**src/rtl/apb_slave_mem_if.sv**
```systemverilog
// APB bus bundle between a requester and the apb_slave_mem completer.
// The requester drives the select/strobe/address/data lines; the completer answers with data, ready and error.
interface apb_slave_mem_if #(
    parameter int ADDR_W = 8,
    parameter int DATA_W = 8
);
    logic              psel;
    logic              penable;
    logic              pwrite;
    logic [ADDR_W-1:0] paddr;
    logic [DATA_W-1:0] pwdata;
    logic [DATA_W-1:0] prdata;
    logic              pready;
    logic              pslverr;

    modport master (
        output psel, penable, pwrite, paddr, pwdata,
        input  prdata, pready, pslverr
    );

    modport slave (
        input  psel, penable, pwrite, paddr, pwdata,
        output prdata, pready, pslverr
    );
endinterface

```
**src/rtl/apb_slave_mem.sv**
```systemverilog
// APB completer backed by a DEPTH x DATA_W register file with a fixed number of wait states,
// out-of-range error reporting and a sticky protocol-violation flag.
module apb_slave_mem #(
    parameter int ADDR_W      = 8,
    parameter int DATA_W      = 8,
    parameter int DEPTH       = 64,
    parameter int WAIT_CYCLES = 0
) (
    input  logic           pclk,
    input  logic           preset,
    apb_slave_mem_if.slave bus,
    output logic           prot_err
);
    localparam int              IDX_W   = (DEPTH > 1) ? $clog2(DEPTH) : 1;
    localparam logic [ADDR_W:0] DEPTH_L = (ADDR_W + 1)'(DEPTH);

    typedef enum logic [1:0] {ST_IDLE, ST_WAIT, ST_READY} state_t;

    state_t            state_reg, state_next;
    logic [3:0]        cnt_reg, cnt_next;
    logic [ADDR_W-1:0] addr_reg, addr_next;
    logic              write_reg, write_next;
    logic              err_reg, err_next;
    logic [DATA_W-1:0] wdata_reg, wdata_next;
    logic [DATA_W-1:0] prdata_reg, prdata_next;
    logic              pready_reg, pready_next;
    logic              pslverr_reg, pslverr_next;
    logic              prot_err_reg, prot_err_next;
    logic              mem_we;

    logic [DATA_W-1:0] mem [DEPTH];
    logic [DEPTH-1:0]  entry_we;

    // Response is built from the live bus in IDLE (zero-wait case) and from the latched request afterwards.
    logic [ADDR_W-1:0] ld_addr;
    logic              ld_write;
    logic              ld_err;
    logic [DATA_W-1:0] ld_rdata;

    assign ld_addr  = (state_reg == ST_IDLE) ? bus.paddr  : addr_reg;
    assign ld_write = (state_reg == ST_IDLE) ? bus.pwrite : write_reg;
    assign ld_err   = ({1'b0, ld_addr} >= DEPTH_L);
    assign ld_rdata = (!ld_write && !ld_err) ? mem[ld_addr[IDX_W-1:0]] : '0;

    always_comb begin
        state_next    = state_reg;
        cnt_next      = cnt_reg;
        addr_next     = addr_reg;
        write_next    = write_reg;
        err_next      = err_reg;
        wdata_next    = wdata_reg;
        prdata_next   = prdata_reg;
        pready_next   = pready_reg;
        pslverr_next  = pslverr_reg;
        prot_err_next = prot_err_reg;
        mem_we        = 1'b0;

        case (state_reg)
            ST_IDLE: begin
                if (bus.psel && !bus.penable) begin
                    addr_next  = bus.paddr;
                    write_next = bus.pwrite;
                    wdata_next = bus.pwdata;
                    err_next   = ld_err;
                    if (WAIT_CYCLES == 0) begin
                        state_next   = ST_READY;
                        pready_next  = 1'b1;
                        pslverr_next = ld_err;
                        if (!ld_write) prdata_next = ld_rdata;
                    end else begin
                        state_next = ST_WAIT;
                        cnt_next   = 4'(WAIT_CYCLES - 1);
                    end
                end else if (bus.psel && bus.penable) begin
                    prot_err_next = 1'b1;
                end
            end
            ST_WAIT: begin
                if (!(bus.psel && bus.penable)) begin
                    prot_err_next = 1'b1;
                    pready_next   = 1'b0;
                    pslverr_next  = 1'b0;
                    state_next    = ST_IDLE;
                end else if (cnt_reg != 4'd0) begin
                    cnt_next = cnt_reg - 4'd1;
                end else begin
                    state_next   = ST_READY;
                    pready_next  = 1'b1;
                    pslverr_next = err_reg;
                    if (!write_reg) prdata_next = ld_rdata;
                end
            end
            ST_READY: begin
                if (bus.psel && bus.penable) begin
                    mem_we = write_reg && !err_reg;
                end else begin
                    prot_err_next = 1'b1;
                end
                pready_next  = 1'b0;
                pslverr_next = 1'b0;
                state_next   = ST_IDLE;
            end
            default: begin
                state_next = ST_IDLE;
            end
        endcase
    end

    always_ff @(posedge pclk or posedge preset) begin
        if (preset) begin
            state_reg    <= ST_IDLE;
            cnt_reg      <= '0;
            addr_reg     <= '0;
            write_reg    <= 1'b0;
            err_reg      <= 1'b0;
            wdata_reg    <= '0;
            prdata_reg   <= '0;
            pready_reg   <= 1'b0;
            pslverr_reg  <= 1'b0;
            prot_err_reg <= 1'b0;
        end else begin
            state_reg    <= state_next;
            cnt_reg      <= cnt_next;
            addr_reg     <= addr_next;
            write_reg    <= write_next;
            err_reg      <= err_next;
            wdata_reg    <= wdata_next;
            prdata_reg   <= prdata_next;
            pready_reg   <= pready_next;
            pslverr_reg  <= pslverr_next;
            prot_err_reg <= prot_err_next;
        end
    end

    genvar gi;
    generate
        for (gi = 0; gi < DEPTH; gi++) begin : g_entry_we
            assign entry_we[gi] = mem_we && (addr_reg[IDX_W-1:0] == IDX_W'(gi));
        end
    endgenerate

    // Register file clears on reset so a post-reset read never exposes stale data.
    always_ff @(posedge pclk or posedge preset) begin
        if (preset) begin
            for (int i = 0; i < DEPTH; i++) mem[i] <= '0;
        end else begin
            for (int i = 0; i < DEPTH; i++) begin
                if (entry_we[i]) mem[i] <= wdata_reg;
            end
        end
    end

    assign bus.prdata  = prdata_reg;
    assign bus.pready  = pready_reg;
    assign bus.pslverr = pslverr_reg;
    assign prot_err    = prot_err_reg;
endmodule

```
**src/flat_wrapper.sv**
```systemverilog
// flat-port wrapper written by rule: the top's interface ports become plain ports
module apb_slave_mem_flat 
#(
    parameter int ADDR_W      = 8,
    parameter int DATA_W      = 8,
    parameter int DEPTH       = 64,
    parameter int WAIT_CYCLES = 0
)
  (pclk, preset, prot_err, bus_psel, bus_penable, bus_pwrite, bus_paddr, bus_pwdata, bus_prdata, bus_pready, bus_pslverr);
  apb_slave_mem_if #(.ADDR_W(ADDR_W), .DATA_W(DATA_W)) bus_i ();
  input  logic pclk;
  input  logic preset;
  output logic prot_err;
  input wire logic [$bits(bus_i.psel)-1:0] bus_psel;
  input wire logic [$bits(bus_i.penable)-1:0] bus_penable;
  input wire logic [$bits(bus_i.pwrite)-1:0] bus_pwrite;
  input wire logic [$bits(bus_i.paddr)-1:0] bus_paddr;
  input wire logic [$bits(bus_i.pwdata)-1:0] bus_pwdata;
  output wire logic [$bits(bus_i.prdata)-1:0] bus_prdata;
  output wire logic [$bits(bus_i.pready)-1:0] bus_pready;
  output wire logic [$bits(bus_i.pslverr)-1:0] bus_pslverr;
  assign bus_i.psel = bus_psel;
  assign bus_i.penable = bus_penable;
  assign bus_i.pwrite = bus_pwrite;
  assign bus_i.paddr = bus_paddr;
  assign bus_i.pwdata = bus_pwdata;
  assign bus_prdata = bus_i.prdata;
  assign bus_pready = bus_i.pready;
  assign bus_pslverr = bus_i.pslverr;
  apb_slave_mem #(.ADDR_W(ADDR_W), .DATA_W(DATA_W), .DEPTH(DEPTH), .WAIT_CYCLES(WAIT_CYCLES)) u_core (.pclk(pclk), .preset(preset), .bus(bus_i), .prot_err(prot_err));
endmodule
```
**config.mk**
```make
export PLATFORM = sky130hd
export DESIGN_NAME = apb_slave_mem_flat
export DESIGN_NICKNAME = d
export VERILOG_FILES = /design/src/rtl/apb_slave_mem_if.sv /design/src/rtl/apb_slave_mem.sv /design/src/flat_wrapper.sv
export SDC_FILE = /design/constraint.sdc
export NUM_CORES = 1
export LEC_CHECK = 0
export ABC_CLOCK_PERIOD_IN_PS = 15780
export BUFFER_PORTS_ARGS = -buffer_cell sky130_fd_sc_hd__buf_4
export CORE_ASPECT_RATIO = 1.25
export CORE_MARGIN = 4
export CORE_UTILIZATION = 45
export DETAILED_ROUTE_END_ITERATION = 7
export GPL_TIMING_DRIVEN = 0
export PLACE_DENSITY_LB_ADDON = 0.05
export SLEW_MARGIN = 10
export SYNTH_ARGS = -nofsm -noshare
export SYNTH_HDL_FRONTEND = slang
export SYNTH_SLANG_ARGS = --single-unit
```
**constraint.sdc**
```tcl
create_clock -name pclk -period 15.78 [get_ports pclk]
set_input_delay 0 -clock pclk [delete_from_list [all_inputs] [get_ports pclk]]
set_output_delay 0 -clock pclk [all_outputs]
set_load 0.01 [all_outputs]
```
Yosys cells after proc, flatten, opt, wreduce, memory -nomap -nowiden
Index checks and enable logic that the tools add are counted.
Widths: inputs -> output; s select.
{"block": "totals", "out_inout_bits": 11, "elab_cells": 267, "regBits": 547, "in_bits": 21}
{"block": "op_classes", "n_reduce_logical": 85, "n_eq_ne": 74, "muxes": 30, "addsub": 1, "order_cmp": 2, "bitwise_logic": 1}
{"cell": "$eq 6x6->1 const B", "n": 32}
{"cell": "$eq 6x5->1 const B", "n": 16}
{"cell": "$mux 8", "n": 9}
{"cell": "$logic_and 1x1->1", "n": 68}
{"cell": "$bmux 8 s6", "n": 1}
{"cell": "$eq 6x4->1 const B", "n": 8}
{"cell": "$eq 6x3->1 const B", "n": 4}
{"cell": "$pmux 8 s2", "n": 1}
{"cell": "$ne 2x2->1 const B", "n": 7}
{"cell": "$eq 6x2->1 const B", "n": 2}
{"cell": "$mux 1", "n": 12}
{"cell": "$ge 8x7->1 const B", "n": 1}
{"cell": "$ge 7x7->1 const B", "n": 1}
{"cell": "$not 6->7", "n": 1}
{"cell": "$eq 6x1->1 const B", "n": 1}
{"cell": "$logic_not 6->1", "n": 1}
{"cell": "$mux 2", "n": 3}
{"cell": "$pmux 1 s3", "n": 2}
{"cell": "$reduce_and 3->1", "n": 2}
{"cell": "$reduce_and 6->1", "n": 1}
{"cell": "$logic_not 1->1", "n": 4}
{"cell": "$pmux 2 s2", "n": 1}
{"cell": "$reduce_and 2->1", "n": 2}
{"cell": "$reduce_and 4->1", "n": 1}
{"cell": "11 further kinds", "n": 12}

Logic depth before layout (Yosys ltp)
Gate-level depths: netlist of the first run.
{"block": "depth", "depth_word": 11, "mapped_depth": 11, "depth_no_buf": 6}

Worst setup path after synthesis of the first run
No wires, ideal clock.
{"block": "synth_timing", "path_kind": "register -> register", "startpoint": "register u_core.bus.pready (netlist name)", "endpoint": "register u_core.mem[376] (netlist name)", "period_less_slack_ns": 2.469, "path_buffers": 3, "setup_time_ns": 0.125, "path_stages_with_launch": 9, "path_slack_ns": 13.311, "t_arrival_ns": 2.345, "required_ns": 15.655, "cell_sequence": "dfrtp_1 buf_4 nand2_1 or3_1 clkbuf_1 or4b_1 clkbuf_1 nor2_2 mux2_2"}
{"element": "to (signal, indexed assignment)", "line_no": "apb_slave_mem.sv:148", "rtl": "if (entry_we[i]) mem[i] <= wdata_reg;"}
{"element": "to (decl)", "line_no": "apb_slave_mem.sv:31", "rtl": "logic [DATA_W-1:0] mem [DEPTH];"}

==> impl_metrics.yaml, run 1 <==
logic_synthesis:
  synth_top_cell_area_share_pct: 54.34
  synth.avg_cell_area_sq_um: 13.84
  syn_inst: 1793
  synth_area_leaders: "dfrtp_1 54%, mux2_2 24%, mux4_2 4.9%, mux2i_1 4.4%, nand2_1 2.6%"
  yosys.area.top_type: "dfrtp_1"
  synth-main-ff-cell: "dfrtp_1"
  yosysSeqAreaShare_pct: 54.34
  synth.ff_latch_count: 539
  yosys_warnings: 0
  synth_nets: 1814
  async_flop_share_pct: 100.0
  syn_area_sq_um: 24820
  synthDistinctLibCells: 46
  synth_edf_count: 0
power_and_ir_drop:
  ir_worst_vdd_mv: 0.08218
  p_per_area_nw_per_um2: 112.2
  leakage_nw: 13.62
placed_design:
  port_buffers: 31
  globalplace.congestion: 0.9836
  place_ws_ns: 11.74
  place_area_sq_um: 26130
  hpwl_mm: 57.63
  dp.cells: 2564
sta:
  slew_headroom_pct: 10.21
  fmax_mhz: 243.5
  finalSetupViolCount: 0
  rsz0062_at_grt: "false"
  final-hold-violation-count: 0
  min_period_over_period_pct: 26.03
  setup_ws_ns: 11.67
  holdWs_ns: 0.1634
  fin_setup_tns_ns: 0
  drv_slew: 0
  tightest_slew_ns: 1.337
  finalClockSkew_ns: 0.02396
  finalCriticalPeriod_ns: 4.107
routing:
  drc: 0
  finalWirelength_mm: 80.11
  vias: 15960
  wl_per_cell_um: 29.83
  ant_nets: 0
  viasPerCell: 5.943
  dr.pass1.iters: 5
  drt-initial-drc-count: 1042
clock_network:
  clk_pin_slew_worst_paths_ns: 0.06
  clock_sinks: 539
  numCtsBuffers: 57
  cts_tree: "yes"
  h-tree-depth: 2
  ctsResizeCount: 0
  cts-root-buf: "clkbuf_16"
  insertion_delay_ns: 0.62
  clockBufferDepth: 3
worst_setup_path:
  path_class: "reg2reg"
  r2r_slack_ns: 11.67
  rr_startpoint: "u_core.bus.pready"
  reg2regPathDepth: 7
  cp-endpoint: "u_core.bus.prdata[4]"
  required_ns: 16.24
  startpoint_type: "register"
  end_kind: "register"
  crit_start: "u_core.bus.pready"
  cp_data_arrival_time_ns: 4.57
  crit_fanout: 10
  rr_endpoint: "u_core.bus.prdata[4]"
layout:
  largest_reg_flops: 512
  nets: 1931
  synthToLayoutAreaGrowth_pct: 13.59
  final_area_sq_um: 28200
  final_cells: 2686
  drive_above_1_share_pct: 38.95
  antenna-diode-count: 0
floorplan:
  initial_core_util_pct: 45.32
  die-area_sq_um: 59010
  io_pins: 32
  core_area_sq_um: 54770
  std_cell_rows: 96
  fp.dieW_um: 218.1
  chipHeight_um: 270.6
grt:
  grt_pass1_wl_mm: 117.1
  grt_max_degree: 119
  overflow: 0
  grt_busiest_layer: "met2"
  met3_usage_pct: 4.538
  grt_use_met2_pct: 44.98
  antenna_found_initial: 0
  grtUsageMet1_pct: 36.17
  grt_pass1_vias: 16590
  track_usage_pct: 27.30
worst_hold_path:
  whs_path_depth: 3
  holdCritPathClass: "in2reg"
status:
  outcome: "complete, no violations"
run:
  drv_cap: 0
cells in the final DEF (no fill, tap or decap), types with 10 or more instances in the layout:
cell type and count:
clkbuf_1 115, dlygate4sd3_1 22, a211oi_1 20, a32oi_1 18
dfrtp_1 539, nand3_1 10, buf_2 21, buf_4 42
a31oi_1 13, nand2_1 172, a221oi_1 29, a21oi_1 28
mux2_2 533, mux4_2 54, mux2i_1 109, o21ai_0 15
clkbuf_16 59, nor2_1 19
logic make-up (layout without fill, tap and decap cells):
| logic type | after synthesis | count (layout) | share of synthesized area, % |
|---|---|---|---|
| xor+xnor | 1 | 1 | 0.03529 |
| simple gates | 237 | 237 | 4.083 |
| compound gates | 169 | 169 | 5.101 |
| buf+inv | 140 | 298 | 2.455 |
| flops | 539 | 539 | 54.34 |
| mux | 707 | 707 | 33.99 |
critical path, cell delays in order (launching register included):
cell and delay [ns]:
dfrtp_1 0.44, buf_4 0.24, mux2i_2 0.84, clkbuf_1 0.98, mux4_2 0.45, a21o_1 0.20, a31oi_1 0.60, o41ai_1 0.17
metal layers:
layer	part of all wire (%)	wire (um)
met5	0	0
met4	4.7	3746
met3	4.7	3751
met2	49	38940
met1	42	33670
power by group:
| group | switching [W] | leakage [nW] | internal, W |
|---|---|---|---|
| clock network | 0.000558 | 0.911 | 0.000790 |
| logic | 0.000301 | 5.23 | 0.000102 |
| registers | 0.0000118 | 7.48 | 0.00140 |
| total | 0.000870 | 13.6 | 0.00229 |
cell type report:
type / instances / area, sq um
fill: 4876 / 26580
clock inverter: 14 / 180.2
multi-input combinational: 1114 / 10730
clock buffer: 86 / 1668
timing repair buffer: 58 / 590.6
sequential: 539 / 13490
tap: 735 / 919.6
buffer: 135 / 590.6
inverter: 5 / 26.28
timing repair:
action                                 4_1_cts  5_1_grt
hold buffers                                22        0
endpoints found under the hold margin      173        0
buffers inserted                             0        0
cell usage after synthesis (3+ instances only):
cell	instances
nand2_1	172
a22oi_1	3
nor2_1	19
o41ai_1	7
nand2b_1	9
o32ai_1	4
a21oi_1	28
clkbuf_1	97
buf_4	11
a31o_2	6
mux2_1	8
a222oi_1	3
mux2i_1	110
inv_1	5
buf_1	3
mux2_2	533
mux4_2	54
buf_2	21
a221oi_1	29
nor2_2	6
a32o_1	9
o21ai_0	15
a31oi_1	13
dfrtp_1	539
nand4_1	3
a21o_1	7
nand3_1	10
a211oi_1	20
a32oi_1	18
nor3_1	8
worst min-delay path by stage:
| stage | from | to | slack [ns] |
|---|---|---|---|
| global route | bus_pwdata[4] | u_core.wdata_reg[4] | 0.17 |
| CTS | bus_pwdata[5] | u_core.wdata_reg[5] | 0.14 |
| detailed placement | preset | u_core.mem[29] | 0.06 |
| finish | bus_pwdata[4] | u_core.wdata_reg[4] | 0.16 |
| floorplan | bus_psel | u_core.bus.pslverr | 0.11 |
| global placement | bus_pwdata[4] | u_core.wdata_reg[4] | 0.23 |
stage by stage:
step	power, W	utilization (%)
6_report	0.003163	51.48
5_1_grt	0.003274	51.48
4_1_cts	0.003197	51.48
3_5_place_dp	0.001835	47.70
3_3_place_gp	0.001828	47.42
2_1_floorplan	0.001649	-
Power figures use the tool's default switching activity.
==> run 2, diff against run 1 <==
--- a/config.mk
+++ b/config.mk
@@ -5,7 +5,7 @@
 export SDC_FILE = /design/constraint.sdc
 export NUM_CORES = 1
 export LEC_CHECK = 0
-export ABC_CLOCK_PERIOD_IN_PS = 15780
+export ABC_CLOCK_PERIOD_IN_PS = 4000
 export BUFFER_PORTS_ARGS = -buffer_cell sky130_fd_sc_hd__buf_4
 export CORE_ASPECT_RATIO = 1.25
 export CORE_MARGIN = 4
==> constraint.sdc (replaced) <==
create_clock -name pclk -period 4 [get_ports pclk]
set_input_delay 0 -clock pclk [delete_from_list [all_inputs] [get_ports pclk]]
set_output_delay 0 -clock pclk [all_outputs]
set_load 0.01 [all_outputs]
==> impl_metrics.yaml, run 2 (synthesis results as in run 1) <==
grt:
  overflow: 0
  track_usage_pct: 27.24
  grt_pass1_wl_mm: 116.9
  grt_max_degree: 39
  grt_pass1_vias: 16600
  antenna_found_initial: 3
layout:
  largest_reg_flops: 512
  nets: 1941
  drive_above_1_share_pct: 39.93
  synthToLayoutAreaGrowth_pct: 14.62
  final_cells: 2701
  utilization_pct: 51.95
  most-common-layout-cells: "539 x dfrtp_1, 533 x mux2_2, 172 x nand2_1"
  final_area_sq_um: 28450
  final_common_cell: "dfrtp_1"
  antenna-diode-count: 0
routing:
  drt-initial-drc-count: 1335
  drc: 0
  dr.pass1.iters: 8
  ant_nets: 0
  wl_per_cell_um: 29.64
  finalWirelength_mm: 80.07
  viasPerCell: 5.928
  vias: 16010
clock_network:
  insertion_delay_ns: 0.62
  post_cts_buffers: 0
  numCtsBuffers: 57
  h-tree-depth: 2
  cts_tree: "yes"
  cts-root-buf: "clkbuf_16"
  clock_sinks: 539
  clk_pin_slew_worst_paths_ns: 0.06
  clockBufferDepth: 3
sta:
  finalClockSkew_ns: 0.02292
  holdWs_ns: 0.1716
  min_period_over_period_pct: 102.1
  final-hold-violation-count: 0
  tightest_slew_ns: 1.311
  finalSetupViolCount: 1
  rsz0062_at_grt: "false"
  slew_headroom_pct: 11.91
  fmax_mhz: 244.8
  finalCriticalPeriod_ns: 4.085
  setup_ws_ns: -0.08468
  drv_slew: 0
worst_setup_path:
  path_class: "reg2reg"
  startpoint_type: "register"
  crit_fanout: 10
  cp_data_arrival_time_ns: 4.53
  reg2regPathDepth: 9
  required_ns: 4.45
  end_kind: "register"
floorplan:
  fp.dieW_um: 218.1
  core_area_sq_um: 54770
  std_cell_rows: 96
  die-area_sq_um: 59010
  initial_core_util_pct: 45.32
  chipHeight_um: 270.6
  io_pins: 32
run:
  drv_cap: 0
power_and_ir_drop:
  leakage_nw: 13.75
  p_per_area_nw_per_um2: 445.2
  ir_worst_vdd_mv: 0.3687
  p_total_w: 0.01267
status:
  violations: "setup timing"
  outcome: "finished, violations left"
placed_design:
  dp.cells: 2574
  hpwl_mm: 58.35
  place_area_sq_um: 26290
  port_buffers: 31
  globalplace.congestion: 1.018
worst_hold_path:
  whs_path_depth: 3
  holdCritPathClass: "in2reg"
run 2: cell count changes in the layout (fill, tap and decap cells not counted), sizes merged:
cell,change
clkinvlp,+2
bufinv,+2
buf,+10
inv,-1
clkdlybuf4s15,+1
clkbuf,-6
clkinv,+7
run 2: final cells by class:
| type | instances | area, sq um |
|---|---|---|
| buffer | 135 | 598.1 |
| clock buffer | 81 | 1647 |
| clock inverter | 24 | 280.3 |
| fill | 4798 | 26320 |
| inverter | 5 | 22.52 |
| multi-input combinational | 1114 | 10740 |
| sequential | 539 | 13490 |
| tap | 735 | 919.6 |
| timing repair buffer | 68 | 753.2 |
run 2: power breakdown:
group          total (W)  internal, W  switching (W)
clock network    0.00547      0.00324        0.00223
registers        0.00557      0.00553      0.0000477
logic            0.00162     0.000420        0.00120
run 2: critical path, cell delays in order (launching register included):
cell and delay [ns]:
dfrtp_1 0.38, buf_4 0.22, buf_4 0.20, nor2b_1 0.22, a32o_1 0.19, clkbuf_1 0.53
clkdlybuf4s15_1 0.85, a221oi_1 0.31, a211oi_1 0.85, o41ai_1 0.16
run 2: final timing paths:
check	start	end	slack, ns
setup / recovery	u_core.bus.pready	u_core.bus.prdata[0]	-0.08
hold reg to reg	u_core.prot_err	u_core.prot_err	0.48
setup reg to reg	u_core.bus.pready	u_core.bus.prdata[0]	-0.08
hold / removal	bus_pwdata[0]	u_core.wdata_reg[0]	0.17
min in group asynchronous	preset	u_core.mem[452]	0.56
max in group asynchronous	preset	u_core.mem[160]	1.81
run 2: repair_timing:
item                                    4_1_cts  5_1_grt
endpoints found under the setup margin        0        3
gates resized for setup                       0        6
endpoints found under the hold margin       103        0
hold buffers                                 22        0
run 2: routing by layer:
layer,global-route usage [%],part of all wire (%),vias up,routed length (um)
li1,-,-,6876,-
met3,3.898,5.0,146,3985
met4,10.26,4.7,2,3789
met5,0,0.016,-,13
met1,36.80,42,8521,33600
met2,44.85,48,467,38680
run 2: stage by stage:
| step | worst slack (ns) | setup TNS [ns] |
|---|---|---|
| floorplan | -3.330 | -1794.86 |
| global placement | -6.314 | -3357.31 |
| detailed placement | 0.03389 | 0 |
| CTS | 0.02786 | 0 |
| global route | 0.02640 | 0 |
| finish | -0.08468 | -0.08468 |
==> run 3, diff against run 2 <==
--- a/config.mk
+++ b/config.mk
@@ -12,7 +12,7 @@
 export CORE_UTILIZATION = 45
 export DETAILED_ROUTE_END_ITERATION = 7
 export GPL_TIMING_DRIVEN = 0
-export PLACE_DENSITY_LB_ADDON = 0.05
+export PLACE_DENSITY = 0.58
 export SLEW_MARGIN = 10
 export SYNTH_ARGS = -nofsm -noshare
 export SYNTH_HDL_FRONTEND = slang
==> impl_metrics.yaml, run 3 (synthesis results as in run 1) <==
run:
  drv_cap: 0
layout:
  synthToLayoutAreaGrowth_pct: 14.78
  most-common-layout-cells: "539 x dfrtp_1, 533 x mux2_2, 172 x nand2_1"
  nets: 1944
  drive_above_1_share_pct: 39.79
  final_cells: 2704
  largest_reg_flops: 512
  final_common_cell: "dfrtp_1"
  nFillCells: 4746
worst_setup_path:
  slowest_stage: "a211oi_1"
  path_class: "reg2reg"
  rr_endpoint: "u_core.bus.prdata[5]"
  cpPeakStageDelay_ns: 0.86
  crit_fanout: 10
  crit_cells: 9
  reg2regPathDepth: 9
  worst-path-buf-inv: 4
  crit_family: "buffers and inverters"
  rr_startpoint: "u_core.bus.pready"
  required_ns: 4.48
  end_kind: "register"
  r2r_slack_ns: -0.03
  cp-endpoint: "u_core.bus.prdata[5]"
  crit_start: "u_core.bus.pready"
  cp_data_arrival_time_ns: 4.51
  crit_chain: "buf_4, buf_4, nor2b_1, a32o_1, clkbuf_1, clkbuf_1, a221oi_1, a211oi_1, o41ai_1"
  startpoint_type: "register"
clock_network:
  cts-root-buf: "clkbuf_16"
  numCtsBuffers: 57
  insertion_delay_ns: 0.63
  clockBufferDepth: 3
  h-tree-depth: 2
  cts_tree: "yes"
  clk_pin_slew_worst_paths_ns: 0.06
  clock_sinks: 539
placed_design:
  place_ws_ns: 0.003058
  dp.cells: 2577
  globalplace.congestion: 0.9662
  hpwl_mm: 57.46
  port_buffers: 31
worst_hold_path:
  hp-start: "bus_pwdata[1]"
  holdCritPathClass: "in2reg"
grt:
  track_usage_pct: 26.76
  overflow: 0
  grt_max_degree: 41
  grt_pass1_vias: 16750
  antenna_found_initial: 1
  grt_pass1_wl_mm: 115.3
sta:
  final-hold-violation-count: 0
  finalClockSkew_ns: 0.02672
  fmax_mhz: 248.4
  rsz0062_at_grt: "false"
  finalCriticalPeriod_ns: 4.027
  tightest_slew_ns: 1.442
  finalSetupViolCount: 2
  slew_headroom_pct: 3.147
  setup_ws_ns: -0.02653
  drv_slew: 0
  min_period_over_period_pct: 100.7
power_and_ir_drop:
  leakage_nw: 13.76
  pwr-share-comb_pct: 12.9
  seqPwrFrac_pct: 44.6
  intPower_w: 0.009034
  p_per_area_nw_per_um2: 438.5
  ir_worst_vdd_mv: 0.2923
  switching_share_pct: 27.69
  p_clk_share_pct: 42.5
  p_switching_w: 0.003460
routing:
  wl_per_cell_um: 29.04
  finalWirelength_mm: 78.53
  vias: 15960
  drt-initial-drc-count: 1193
  ant_nets: 0
  viasPerCell: 5.901
  drc: 0
  dr.pass1.iters: 6
floorplan:
  fp.dieW_um: 218.1
  core_area_sq_um: 54770
  chipHeight_um: 270.6
  std_cell_rows: 96
  initial_core_util_pct: 45.32
  io_pins: 32
  die-area_sq_um: 59010
status:
  outcome: "finished, violations left"
  violations: "setup timing"
[run 3: power by group through the flow]
stage          clock network [W]  registers (W)  logic [W]
2_1_floorplan                  0        0.00566   0.000842
3_3_place_gp                   0        0.00568    0.00152
3_5_place_dp                   0        0.00567    0.00158
4_1_cts                  0.00543        0.00557    0.00161
5_1_grt                  0.00565        0.00558    0.00170
6_report                 0.00531        0.00557    0.00161
[run 3: metal layers]
metal	routed length, um	global-route usage [%]	part of all wire [%]
met3	4475	4.785	5.7
met1	31640	34.80	40
met5	0	0	0
met2	38020	44.09	48
met4	4392	11.68	5.6
[run 3: how the worst min path moves through the flow]
stage,endpoint,slack (ns),cells after the start
after floorplan,u_core.bus.pslverr,0.11,1
after global placement,u_core.wdata_reg[1],0.23,2
after global routing,u_core.wdata_reg[1],0.14,3
final,u_core.wdata_reg[1],0.15,3
after detailed placement,u_core.mem[460],0.02,2
after CTS,u_core.wdata_reg[2],0.12,3
[run 3: worst register-to-register path: cells and delay by family (launching register included)]
| family | cells | cell delay (ns) |
|---|---|---|
| AND/OR/NAND/NOR | 1 | 0.21 |
| AO/OA/AOI/OAI | 4 | 1.57 |
| flip-flops | 1 | 0.35 |
| buffers and inverters | 4 | 1.76 |
[run 3: timing repair]
| item | CTS | global route |
|---|---|---|
| setup buffers | 0 | 0 |
| hold buffers | 22 | 0 |
| setup endpoints to repair | 1 | 2 |
| hold endpoints to repair | 242 | 0 |
| resized for setup | 1 | 1 |
[run 3: final cells by class]
type | count | area [sq um] | area share [%]
diodes | 1 | 2.502 | 0.008783
inverters | 5 | 22.52 | 0.07905
plain buffers | 135 | 593.1 | 2.082
clock buffers | 92 | 1768 | 6.205
repair buffers | 71 | 830.8 | 2.916
clock inverters | 12 | 123.9 | 0.4348
flip-flops and latches | 539 | 13490 | 47.34
multi-input cells | 1114 | 10740 | 37.71
well taps | 735 | 919.6 | 3.228
[run 3: per-stage QoR]
step	setup TNS, ns	total power (W)	hold WS [ns]	util (%)	cell area, sq um
after floorplan	-1794.86	0.006506	0.1111	-	24830
after global placement	-3300.05	0.007195	0.2348	47.43	25980
after detailed placement	0	0.007254	0.01914	48.14	26370
after CTS	0	0.01261	0.1197	52.00	28480
after global routing	0	0.01292	0.1406	52.01	28490
final	-0.04850	0.01249	0.1517	52.02	28490
